## src/rtl/tdc_mux_delay_core.sv

```systemverilog
// Delay-line TDC core: launch edge ripples through N mux/buffer taps, all taps captured and popcounted.
// Latency: taps/val_in at capture edge k appear on hw_o/val_out_o after edge k+N_SYNC+1.
// Backpressure: none; one sample per clock, val_out_o only tags the hw_o stream.
module tdc_mux_delay_core #(
  parameter int    N          = 64,
  parameter string DL_TYPE    = "DMUX",
  parameter int    N_SYNC     = 1,
  parameter string POP_METHOD = "SV"
) (
  input  logic                 clk_i,
  input  logic                 rst_ni,
  input  logic                 en_i,
  input  logic                 val_in_i,
  input  logic                 pg_src_i,
  input  logic                 pg_bypass_i,
  input  logic                 pg_in_i,
  input  logic                 pg_tog_i,
  output logic [$clog2(N):0]   hw_o,
  output logic                 val_out_o
);

  localparam int HW_W = $clog2(N) + 1;

  // Reject unsupported configurations at elaboration time.
  if (N < 2 || (N & (N - 1)) != 0) begin : g_bad_n
    $error("tdc_mux_delay_core: N must be a power of two >= 2");
  end
  if (N_SYNC < 1) begin : g_bad_sync
    $error("tdc_mux_delay_core: N_SYNC must be >= 1");
  end
  if (DL_TYPE != "DMUX" && DL_TYPE != "BUF") begin : g_bad_dl
    $error("tdc_mux_delay_core: DL_TYPE must be DMUX or BUF");
  end
  if (POP_METHOD != "SV" && POP_METHOD != "TREE") begin : g_bad_pop
    $error("tdc_mux_delay_core: POP_METHOD must be SV or TREE");
  end

  // ---------------------------------------------------------------------------
  // Launch source
  // ---------------------------------------------------------------------------
  logic tog_q, tog_d;
  logic src;

  // Internal toggle source flips on request while enabled.
  always_comb begin
    tog_d = tog_q;
    if (en_i && pg_tog_i) tog_d = ~tog_q;
  end

  // Toggle source register.
  always_ff @(posedge clk_i or negedge rst_ni) begin
    if (!rst_ni) tog_q <= 1'b0;
    else         tog_q <= tog_d;
  end

  assign src = pg_src_i ? tog_q : pg_in_i;

  // Edge pulse generator: src XOR a 4-inverter delayed copy of itself gives a
  // narrow pulse per edge. The chain is kept so synthesis cannot fold it to 0.
  (* keep = "true", dont_touch = "true" *) logic pg_d0;
  (* keep = "true", dont_touch = "true" *) logic pg_d1;
  (* keep = "true", dont_touch = "true" *) logic pg_d2;
  (* keep = "true", dont_touch = "true" *) logic pg_d3;
  logic dl_in;

  assign pg_d0 = ~src;
  assign pg_d1 = ~pg_d0;
  assign pg_d2 = ~pg_d1;
  assign pg_d3 = ~pg_d2;
  assign dl_in = pg_bypass_i ? src : (src ^ pg_d3);

  // ---------------------------------------------------------------------------
  // Delay line: each stage is its own kept net so the chain is never collapsed.
  // ---------------------------------------------------------------------------
  logic [N-1:0] tap;

  for (genvar i = 0; i < N; i++) begin : g_dl
    (* keep = "true", dont_touch = "true" *) logic t;
    logic prev;
    if (i == 0) begin : g_first
      assign prev = dl_in;
    end else begin : g_next
      assign prev = g_dl[i-1].t;
    end
    if (DL_TYPE == "DMUX") begin : g_mux
      assign t = en_i ? prev : 1'b0;
    end else begin : g_buf
      assign t = prev & en_i;
    end
    assign tap[i] = t;
  end

  // ---------------------------------------------------------------------------
  // Capture and synchroniser; cap_q may go metastable, only sync output is used.
  // ---------------------------------------------------------------------------
  logic [N-1:0]      cap_q;
  logic              val_c_q;
  logic [N-1:0]      sync_q [N_SYNC];
  logic [N_SYNC-1:0] val_s_q;

  // Capture stage followed by N_SYNC synchroniser stages on taps and valid.
  always_ff @(posedge clk_i or negedge rst_ni) begin
    if (!rst_ni) begin
      cap_q   <= '0;
      val_c_q <= 1'b0;
      val_s_q <= '0;
      for (int s = 0; s < N_SYNC; s++) sync_q[s] <= '0;
    end else begin
      cap_q      <= tap;
      val_c_q    <= val_in_i;
      sync_q[0]  <= cap_q;
      val_s_q[0] <= val_c_q;
      for (int s = 1; s < N_SYNC; s++) begin
        sync_q[s]  <= sync_q[s-1];
        val_s_q[s] <= val_s_q[s-1];
      end
    end
  end

  // ---------------------------------------------------------------------------
  // Hamming weight of the last synchroniser stage
  // ---------------------------------------------------------------------------
  logic [HW_W-1:0] hw_d;
  logic [N-1:0]    pop_in;

  assign pop_in = sync_q[N_SYNC-1];

  if (POP_METHOD == "TREE") begin : g_pop_tree
    logic [HW_W-1:0] acc [N];
    // Pairwise adder tree reduced in place, one level per halving.
    always_comb begin
      for (int i = 0; i < N; i++) acc[i] = {{(HW_W-1){1'b0}}, pop_in[i]};
      for (int w = N / 2; w >= 1; w = w / 2) begin
        for (int j = 0; j < w; j++) acc[j] = acc[2*j] + acc[2*j+1];
      end
      hw_d = acc[0];
    end
  end else begin : g_pop_sv
    // Straight count-ones loop.
    always_comb begin
      hw_d = '0;
      for (int i = 0; i < N; i++) hw_d = hw_d + {{(HW_W-1){1'b0}}, pop_in[i]};
    end
  end

  logic [HW_W-1:0] hw_q;
  logic            val_out_q;

  // Output register: weight and its aligned valid tag.
  always_ff @(posedge clk_i or negedge rst_ni) begin
    if (!rst_ni) begin
      hw_q      <= '0;
      val_out_q <= 1'b0;
    end else begin
      hw_q      <= hw_d;
      val_out_q <= val_s_q[N_SYNC-1];
    end
  end

  assign hw_o      = hw_q;
  assign val_out_o = val_out_q;

endmodule

```

## config.mk

```make
export PLATFORM = sky130hd
export DESIGN_NAME = tdc_mux_delay_core
export DESIGN_NICKNAME = d
export VERILOG_FILES = /design/src/rtl/tdc_mux_delay_core.sv
export SDC_FILE = /design/constraint.sdc
export NUM_CORES = 1
export LEC_CHECK = 0
export CAP_MARGIN = 20
export CORE_MARGIN = 1.5
export CORE_UTILIZATION = 50
export CTS_CLUSTER_SIZE = 20
export DETAILED_ROUTE_END_ITERATION = 12
export PLACE_DENSITY = 0.77
export SLEW_MARGIN = 20
export SYNTH_ARGS = -nofsm -noshare
export SYNTH_HDL_FRONTEND = slang
export SYNTH_SLANG_ARGS = --single-unit
```

## constraint.sdc

```tcl
create_clock -name clk_i -period 16 [get_ports clk_i]
set_input_delay 1.6 -clock clk_i [delete_from_list [all_inputs] [get_ports clk_i]]
set_output_delay 1.6 -clock clk_i [all_outputs]
set_load 0.02 [all_outputs]
```

==> results.toml <==
[critical_path]
crit_buf_inv = 7
reg2reg_to = "hw_o[6]"
endpoint_kind = "register"
cp_slowest_stage_delay_ns = 0.52
cpLargestDelayFamily = "adder cells"
start_kind = "register"
cp_slowest_cell = "fa_1"
r2r-start = "pop_in[62]"
critical_path.max_fanout = 34
cp_data_required_time_ns = 16.15
arrival_ns = 6.95
path_cells = "buf_4 > inv_1 > ha_1 > inv_1 > ha_1 > or2_2 > ha_1 > inv_1 > fa_1 > inv_1 > fa_1 > inv_1 > fa_1 > fa_1 > fa_1 > fa_1 > inv_1 > fa_1 > a211oi_1 > o21bai_1 > a21o_2"
crit_type = "register to register"
crit_top_cell = "fa_1"
reg2reg_depth = 21
r2r_slack_ns = 9.20

[sta]
maxSlewHeadroom_pct = 60.9
max_freq_mhz = 147
finalCritPeriodShare_pct = 42.5
min_period_ns = 6.80
rsz0062_at_grt = "false"
final.setup.tns_ns = 0
worst_pin_slew_ns = 0.587
setup_viol = 0
fin_skew_ns = 0.00134
fin_hold_ws_ns = 0.360
drv_slew = 0
final_hold_viol_count = 0

[min_path]
hold-path-cell-count = 0
min_from = "val_c_q"
hold_class = "register to register"
worst_hold_path.endpoint = "val_s_q"

[placement]
numPortBuffers = 15
hpwl_um = 2090
gp_congestion = 0.786
placed_cell_area_mm2 = 0.00186

[global_routing]
grt_pass1_vias = 1020
grtUsageTotal_pct = 14.9
antenna_found_initial = 0
globalRouteOverflowTotal = 0
grt_pass1_wl_um = 4080
grt_max_degree = 35

[power_and_ir_drop]
p_int_uw = 181
seqPwrFrac_pct = 13.2
p_leak_uw = 0.00104
p_comb_share_pct = 81.7
p_sw_share_pct = 50.3
net-switching-power_uw = 183
irDropWorstVdd_mv = 0.0984
p_clk_share_pct = 5.1
power_density_mw_per_mm2 = 193

[clocking]
cts_sinks = 13
clock_latency_ns = 0.26
cts.repair.resized = 0
root_buffer = "clkbuf_4"
hold_buffers = 0
path_clk_slew_ns = 0.07
postCtsSetupRepairBufs = 0
h-tree-depth = 1
cts_tree = "built"
cts_buffer_depth = 2
cts_buffers = 3

[synth]
syn_avg_cell_area_um2 = 11.6
syn_inst = 143
netlist_area_mm2 = 0.00166
syn_nets = 211
ys_warn_count = 0

[routing]
drtAntennaViolNets = 0
drt-pass1-iter-count = 3
wl_per_cell_um = 11.5
drc = 0
routed_via_density = 4.57
vias = 933
wirelength_um = 2350
drtIter0Drc = 8

[job]
drv_cap = 0

[die]
pin_count = 16
die_area_mm2 = 0.00368
core_area_mm2 = 0.00310
rows = 20
die_x_um = 60.6
start_util_pct = 53.5
dieHeight_um = 60.6

[layout]
multi_input_area_mm2 = 0.00119
layout.nets = 229
area_delta_synth_final_pct = 13.7
fill_cells = 265
drive_above_1_share_pct = 8.13
final_area_mm2 = 0.00189
num_antenna_cells = 0
register_area_um2 = 325

[status]
status = "complete, no violations"
## layout by cell type, fill, tap and decap left out, types with 2 or more instances in the layout
cell type        instances
clkbuf_4                 3
a211oi_1                 3
nor3b_1                  2
or2_2                    5
dfrtp_1                 13
clkdlybuf4s50_1         15
nor2_1                   5
o21ai_0                  2
xnor2_1                  2
inv_1                   35
ha_1                    31
a21o_1                   2
fa_1                    29
## final cells by class
class                   count  area share [%]
clock buffers               4            1.39
repair buffers             16            8.34
multi-input cells          92            63.2
flip-flops and latches     13            17.2
well taps                  44            2.91
inverters                  35            6.95
## metrics by stage
step | utilization (%) | setup WS, ns | instances | total power (µW)
after floorplan | - | 8.91 | 143 | 281
after global placement | 60.0 | 9.34 | 200 | 332
after detailed placement | 60.0 | 9.19 | 200 | 353
after CTS | 60.9 | 9.15 | 204 | 374
after global routing | 60.9 | 8.84 | 204 | 420
final | 60.9 | 9.20 | 204 | 365
## sequential cells by signal, indices dropped and copies added (netlist names)
register,flops
cap_q,1
hw_o,7
pop_in,1
tog_q,1
val_c_q,1
val_out_o,1
val_s_q,1
## metal layers
metal / routed length, µm / track usage (%)
met4: 0 / 2.80
met1: 911 / 15.9
met2: 1390 / 31.6
met3: 45 / 0.853
met5: 0 / 0
## worst max-delay path by stage
| stage | start | to | slack (ns) | cells after the start |
|---|---|---|---|---|
| after CTS | pop_in[62] | hw_o[6] | 9.15 | 21 |
| after global placement | pop_in[62] | hw_o[6] | 9.34 | 21 |
| after global routing | pop_in[62] | hw_o[6] | 8.84 | 21 |
| after floorplan | pop_in[62] | hw_o[6] | 8.91 | 20 |
| after detailed placement | pop_in[62] | hw_o[6] | 9.19 | 21 |
| final | pop_in[62] | hw_o[6] | 9.20 | 21 |
## power by group through the flow
| stage | sequential, µW | combinational, µW | clock (µW) |
|---|---|---|---|
| floorplan | 59.0 | 222 | 0 |
| global placement | 48.5 | 284 | 0 |
| detailed placement | 49.0 | 304 | 0 |
| CTS | 48.3 | 307 | 19.1 |
| global route | 49.1 | 350 | 20.3 |
| finish | 48.2 | 298 | 18.4 |
Note: power is estimated with default switching activity, not from simulation.
==> variant 1, RTL diff (same flow settings) <==
Set the parameter `N_SYNC` to 2 (it was 1). Comments in the files are not updated.
--- a/src/rtl/tdc_mux_delay_core.sv
+++ b/src/rtl/tdc_mux_delay_core.sv
@@ -4,7 +4,7 @@
 module tdc_mux_delay_core #(
   parameter int    N          = 64,
   parameter string DL_TYPE    = "DMUX",
-  parameter int    N_SYNC     = 1,
+  parameter int    N_SYNC     = 2,
   parameter string POP_METHOD = "SV"
 ) (
   input  logic                 clk_i,
Formal check against the unedited RTL: not equivalent (Yosys sat finds a counterexample within 4 cycles, from zero or initial values and one cycle with rst_ni low).
==> variant 1 against the unedited design <==
Clock power increased by 17%. Final area increased by 3.2%. Cell count rose by 3.4%. Sequential cell count up 2. First-iteration DRC count is 130% higher. Setup slack improved by 0.46 ns. Synthesized area up 3.6%. Synthesized cell count rose by 4.2%. Total power up 9.4%. Wire length is 6.8% higher. Critical path type unchanged.
==> variant 1: results (changes against the unedited design) <==
• finished, final reports clean — result of the run, unchanged
• met4 — top layer used by detailed routing, was met3
• 16.4% — total global routing track utilization, was 14.9%
• 18 — depth of the worst register-to-register path, was 21
• 0.09 ns — Clk pin slew, worst setup/hold paths, was 0.07 ns
• 18 — number of DRC markers after the initial detailed-route iteration, was 8
• 27.2% — M2 GR Usage, was 31.6%
• 9.66 ns — R2R setup slack, was 9.20 ns
• flip-flop to flip-flop — type of the worst setup path, unchanged
• 11.9 um — post-DR wirelength/cell, was 11.5 um
• hw_o[5] — endpoint of the worst register-to-register path, was hw_o[6]
• 0.29 ns — worst skew pair latency, was 0.26 ns
• 1016 — vias in the first global route, was 1020
• 995 um — wl on met1, was 911 um
• 57.8% — Slew Limit Headroom, was 60.9%
• 1 — H-tree level count, unchanged
• 0 — number of failing setup endpoints in the final timing report, unchanged
• 7 — flip-flop count of the largest register, all copies and words added, unchanged
• fa_1 — cell with the biggest individual delay on the critical path, unchanged
• 234 — number of nets in the layout, was 229
• 0.00242 ns — clock tree skew after final layout, was 0.00134 ns
• 0.60 ns — slowest cell delay on critical path, was 0.52 ns
• 46 um — detailed-routed wire length on met3, was 45 um
• 21.2% — Global Route met1 Usage, was 15.9%
• 0 — antenna violations before repair, unchanged
• clkbuf_4 — buffer cell driving the clock tree root, unchanged
• 217 — Synthesized Nets, was 211
• pop_in[62] — Critical Path Start, unchanged
• 0.200 mW — total net switching power, was 0.183 mW
• 15 — count of input and output buffers, unchanged
• 4 — drt first pass iters, was 3
• 0 — number of cells upsized or downsized after cts, unchanged
• 6.52 ns — critical path arrival, was 6.95 ns
• 2220 um — detailed-placement wirelength estimate, was 2090 um
• 4400 um — wire length of the first global-routing pass, was 4080 um
• 1420 um — Met2 Wirelength, was 1390 um
• 3 — total CTS buffers, unchanged
• flip-flop to flip-flop — worst min-delay path category, unchanged
• 38 — critical path peak fanout, was 34
• 1.08 nW — leakage power summed over all cells, was 1.04 nW
• 0 — Synth warnings, unchanged
• 2 — largest buffer count on any clock path, unchanged
• 4.66 — detail-routed via count per cell, was 4.57
• 6.67% — fraction of final layout cells with drive strength greater than 1, was 8.13%
• adder cells — delay-heaviest family, CP, unchanged
• 129 uV — peak supply drop, was 98.4 uV
• 0.766 — routability cong., was 0.786
• 277 — number of fill cells, was 265
• 0 — # Post-CTS Setup Buffers, unchanged
• 39 — maximum number of pins on one net before global-route repair, was 35
• 2.52% — GR Util met3, was 0.853%
• 0 — Antenna Cells, unchanged
## variant 1: cell types whose count changed in the layout (fill, tap and decap cells not counted), moves of 2 or more
cell and change:
inv_1 +5, a21oi_1 +2, dfrtp_1 +2, or2_2 -2
## variant 1: area by class of cell
class,instances,share of cell area (%)
Sequential cell,15,19.3
Inverter,40,7.70
Clock inverter,1,0.257
Tap cell,46,2.95
Timing Repair Buffer,16,8.09
Clock buffer,3,1.16
Multi-Input combinational cell,90,60.6
## variant 1: stage by stage
| stage | power [mW] | instance area [um2] | instances | worst slack, ns |
|---|---|---|---|---|
| finish | 0.399 | 1950 | 211 | 9.66 |
| global route | 0.446 | 1950 | 211 | 9.25 |
| CTS | 0.405 | 1950 | 211 | 9.58 |
| detailed placement | 0.383 | 1920 | 207 | 9.61 |
| global placement | 0.358 | 1920 | 207 | 9.78 |
| floorplan | 0.303 | 1720 | 149 | 9.32 |
## variant 1: worst min-delay path by stage
| stage | start | to | slack [ns] | cells after the start |
|---|---|---|---|---|
| detailed placement | cap_q[62] | sync_q[89] | 0.34 | 0 |
| finish | cap_q[62] | sync_q[89] | 0.35 | 0 |
| global placement | val_s_q[0] | val_s_q[1] | 0.33 | 0 |
| CTS | cap_q[62] | sync_q[89] | 0.36 | 0 |
| floorplan | sync_q[89] | pop_in[62] | 0.33 | 0 |
| global route | cap_q[62] | sync_q[89] | 0.37 | 0 |
## variant 1: power groups by stage
| stage | logic [mW] | clock network (mW) | registers (mW) |
|---|---|---|---|
| 2_1_floorplan | 0.238 | 0 | 0.0656 |
| 3_3_place_gp | 0.303 | 0 | 0.0548 |
| 3_5_place_dp | 0.327 | 0 | 0.0554 |
| 4_1_cts | 0.328 | 0.0225 | 0.0546 |
| 5_1_grt | 0.367 | 0.0240 | 0.0551 |
| 6_report | 0.323 | 0.0216 | 0.0544 |
==> variant 2, RTL diff (config.mk and constraints unchanged) <==
Without the edit above. Take the reset off `hw_q` and load it in a clocked block of its own.
--- a/src/rtl/tdc_mux_delay_core.sv
+++ b/src/rtl/tdc_mux_delay_core.sv
@@ -149,12 +149,14 @@
   // Output register: weight and its aligned valid tag.
   always_ff @(posedge clk_i or negedge rst_ni) begin
     if (!rst_ni) begin
-      hw_q      <= '0;
       val_out_q <= 1'b0;
     end else begin
-      hw_q      <= hw_d;
       val_out_q <= val_s_q[N_SYNC-1];
     end
+  end
+
+  always_ff @(posedge clk_i) begin
+    hw_q <= hw_d;
   end
 
   assign hw_o      = hw_q;
Check against the original RTL: differs if rst_ni is asserted again (counterexample within 4 cycles, from zero or initial values and one cycle with rst_ni low); with rst_ni held inactive, the same outputs for 10 cycles.
==> variant 2 against the unedited design <==
Utilization fell by 0.64 points. Final area down 1.9%. Total power is 1.9% lower. Synthesized area fell by 2.1%. Setup slack got worse by 0.023 ns. Non-clock buffer count did not move. Sequential cell count is the same. Largest power group unchanged. First-iteration DRC count up 100%. Wire length down 6.9%.
==> variant 2: results (changes against the unedited design) <==
• 118 uV — peak supply drop, was 98.4 uV
• 1036 — vias in the first global route, was 1020
• finished, final reports clean — result of the run, unchanged
• 0.752 — routability cong., was 0.786
• 35 — maximum number of pins on one net before global-route repair, unchanged
• 15.5% — total global routing track utilization, was 14.9%
• 2190 um — total length of routed wires, was 2350 um
• 0.00590 ns — clock tree skew after final layout, was 0.00134 ns
• 921 — detailed-route via count, was 933
• 0.583 ns — worst slew pin tran, was 0.587 ns
• 262 — number of fill cells, was 265
• 7 — flip-flop count of the largest register, all copies and words added, unchanged
• 4190 um — wire length of the first global-routing pass, was 4080 um
• 1.01 nW — leakage power summed over all cells, was 1.04 nW
• 0 — Synth warnings, unchanged
• 3 — total CTS buffers, unchanged
• 2 — drt first pass iters, was 3
• 7.00 ns — critical path arrival, was 6.95 ns
• 34 — critical path peak fanout, unchanged
• 1950 um — detailed-placement wirelength estimate, was 2090 um
• 0 — # Post-CTS Setup Buffers, unchanged
• 1830 um2 — post-placement cell area, was 1860 um2
• 229 — number of nets in the layout, unchanged
• adder cells — delay-heaviest family, CP, unchanged
• 0 — Antenna Cells, unchanged
• 0.28 ns — worst skew pair latency, was 0.26 ns
• 211 — Synthesized Nets, unchanged
• 16 — number of DRC markers after the initial detailed-route iteration, was 8
• pop_in[62] — start of the worst register-to-register path, unchanged
variant 2: path summary, 6_finish.rpt:
| check | endpoint | slack [ns] | cells past startpoint |
|---|---|---|---|
| max reg2reg | hw_o[6] | 9.18 | 21 |
| min in group asynchronous | val_c_q | 1.54 | 1 |
| min | val_s_q | 0.36 | 0 |
| max in group asynchronous | val_out_o | 14.25 | 1 |
| max | hw_o[6] | 9.18 | 21 |
| min reg2reg | val_s_q | 0.36 | 0 |
variant 2: final cells by class:
class	count	area, um2	area share (%)
well taps	44	55.1	2.97
clock buffers	4	26.3	1.42
multi-input cells	92	1190	64.4
inverters	35	131	7.09
repair buffers	16	158	8.50
flip-flops and latches	13	290	15.7
variant 2: routing by layer:
layer  wire, um  share of wire [%]  GRT usage, %
met5          0                  0             0
met4         15               0.69          4.76
met3         38                1.7          1.95
met2       1240                 57          29.7
met1        893                 41          17.7
variant 2: stage by stage:
step	setup WS, ns	hold WS (ns)	util [%]	std cells	total power [mW]
after floorplan	8.89	0.331	-	143	0.281
after global placement	9.30	0.335	59.4	200	0.334
after detailed placement	9.11	0.337	59.4	200	0.344
after CTS	9.09	0.358	60.2	204	0.367
after global routing	8.73	0.372	60.2	204	0.414
final	9.18	0.359	60.2	204	0.358
variant 2: power breakdown:
part | leakage, nW | internal [mW] | switching (mW)
clock | 0.0150 | 0.00968 | 0.0106
combinational | 0.864 | 0.127 | 0.163
sequential | 0.132 | 0.0454 | 0.00251
total | 1.01 | 0.182 | 0.176
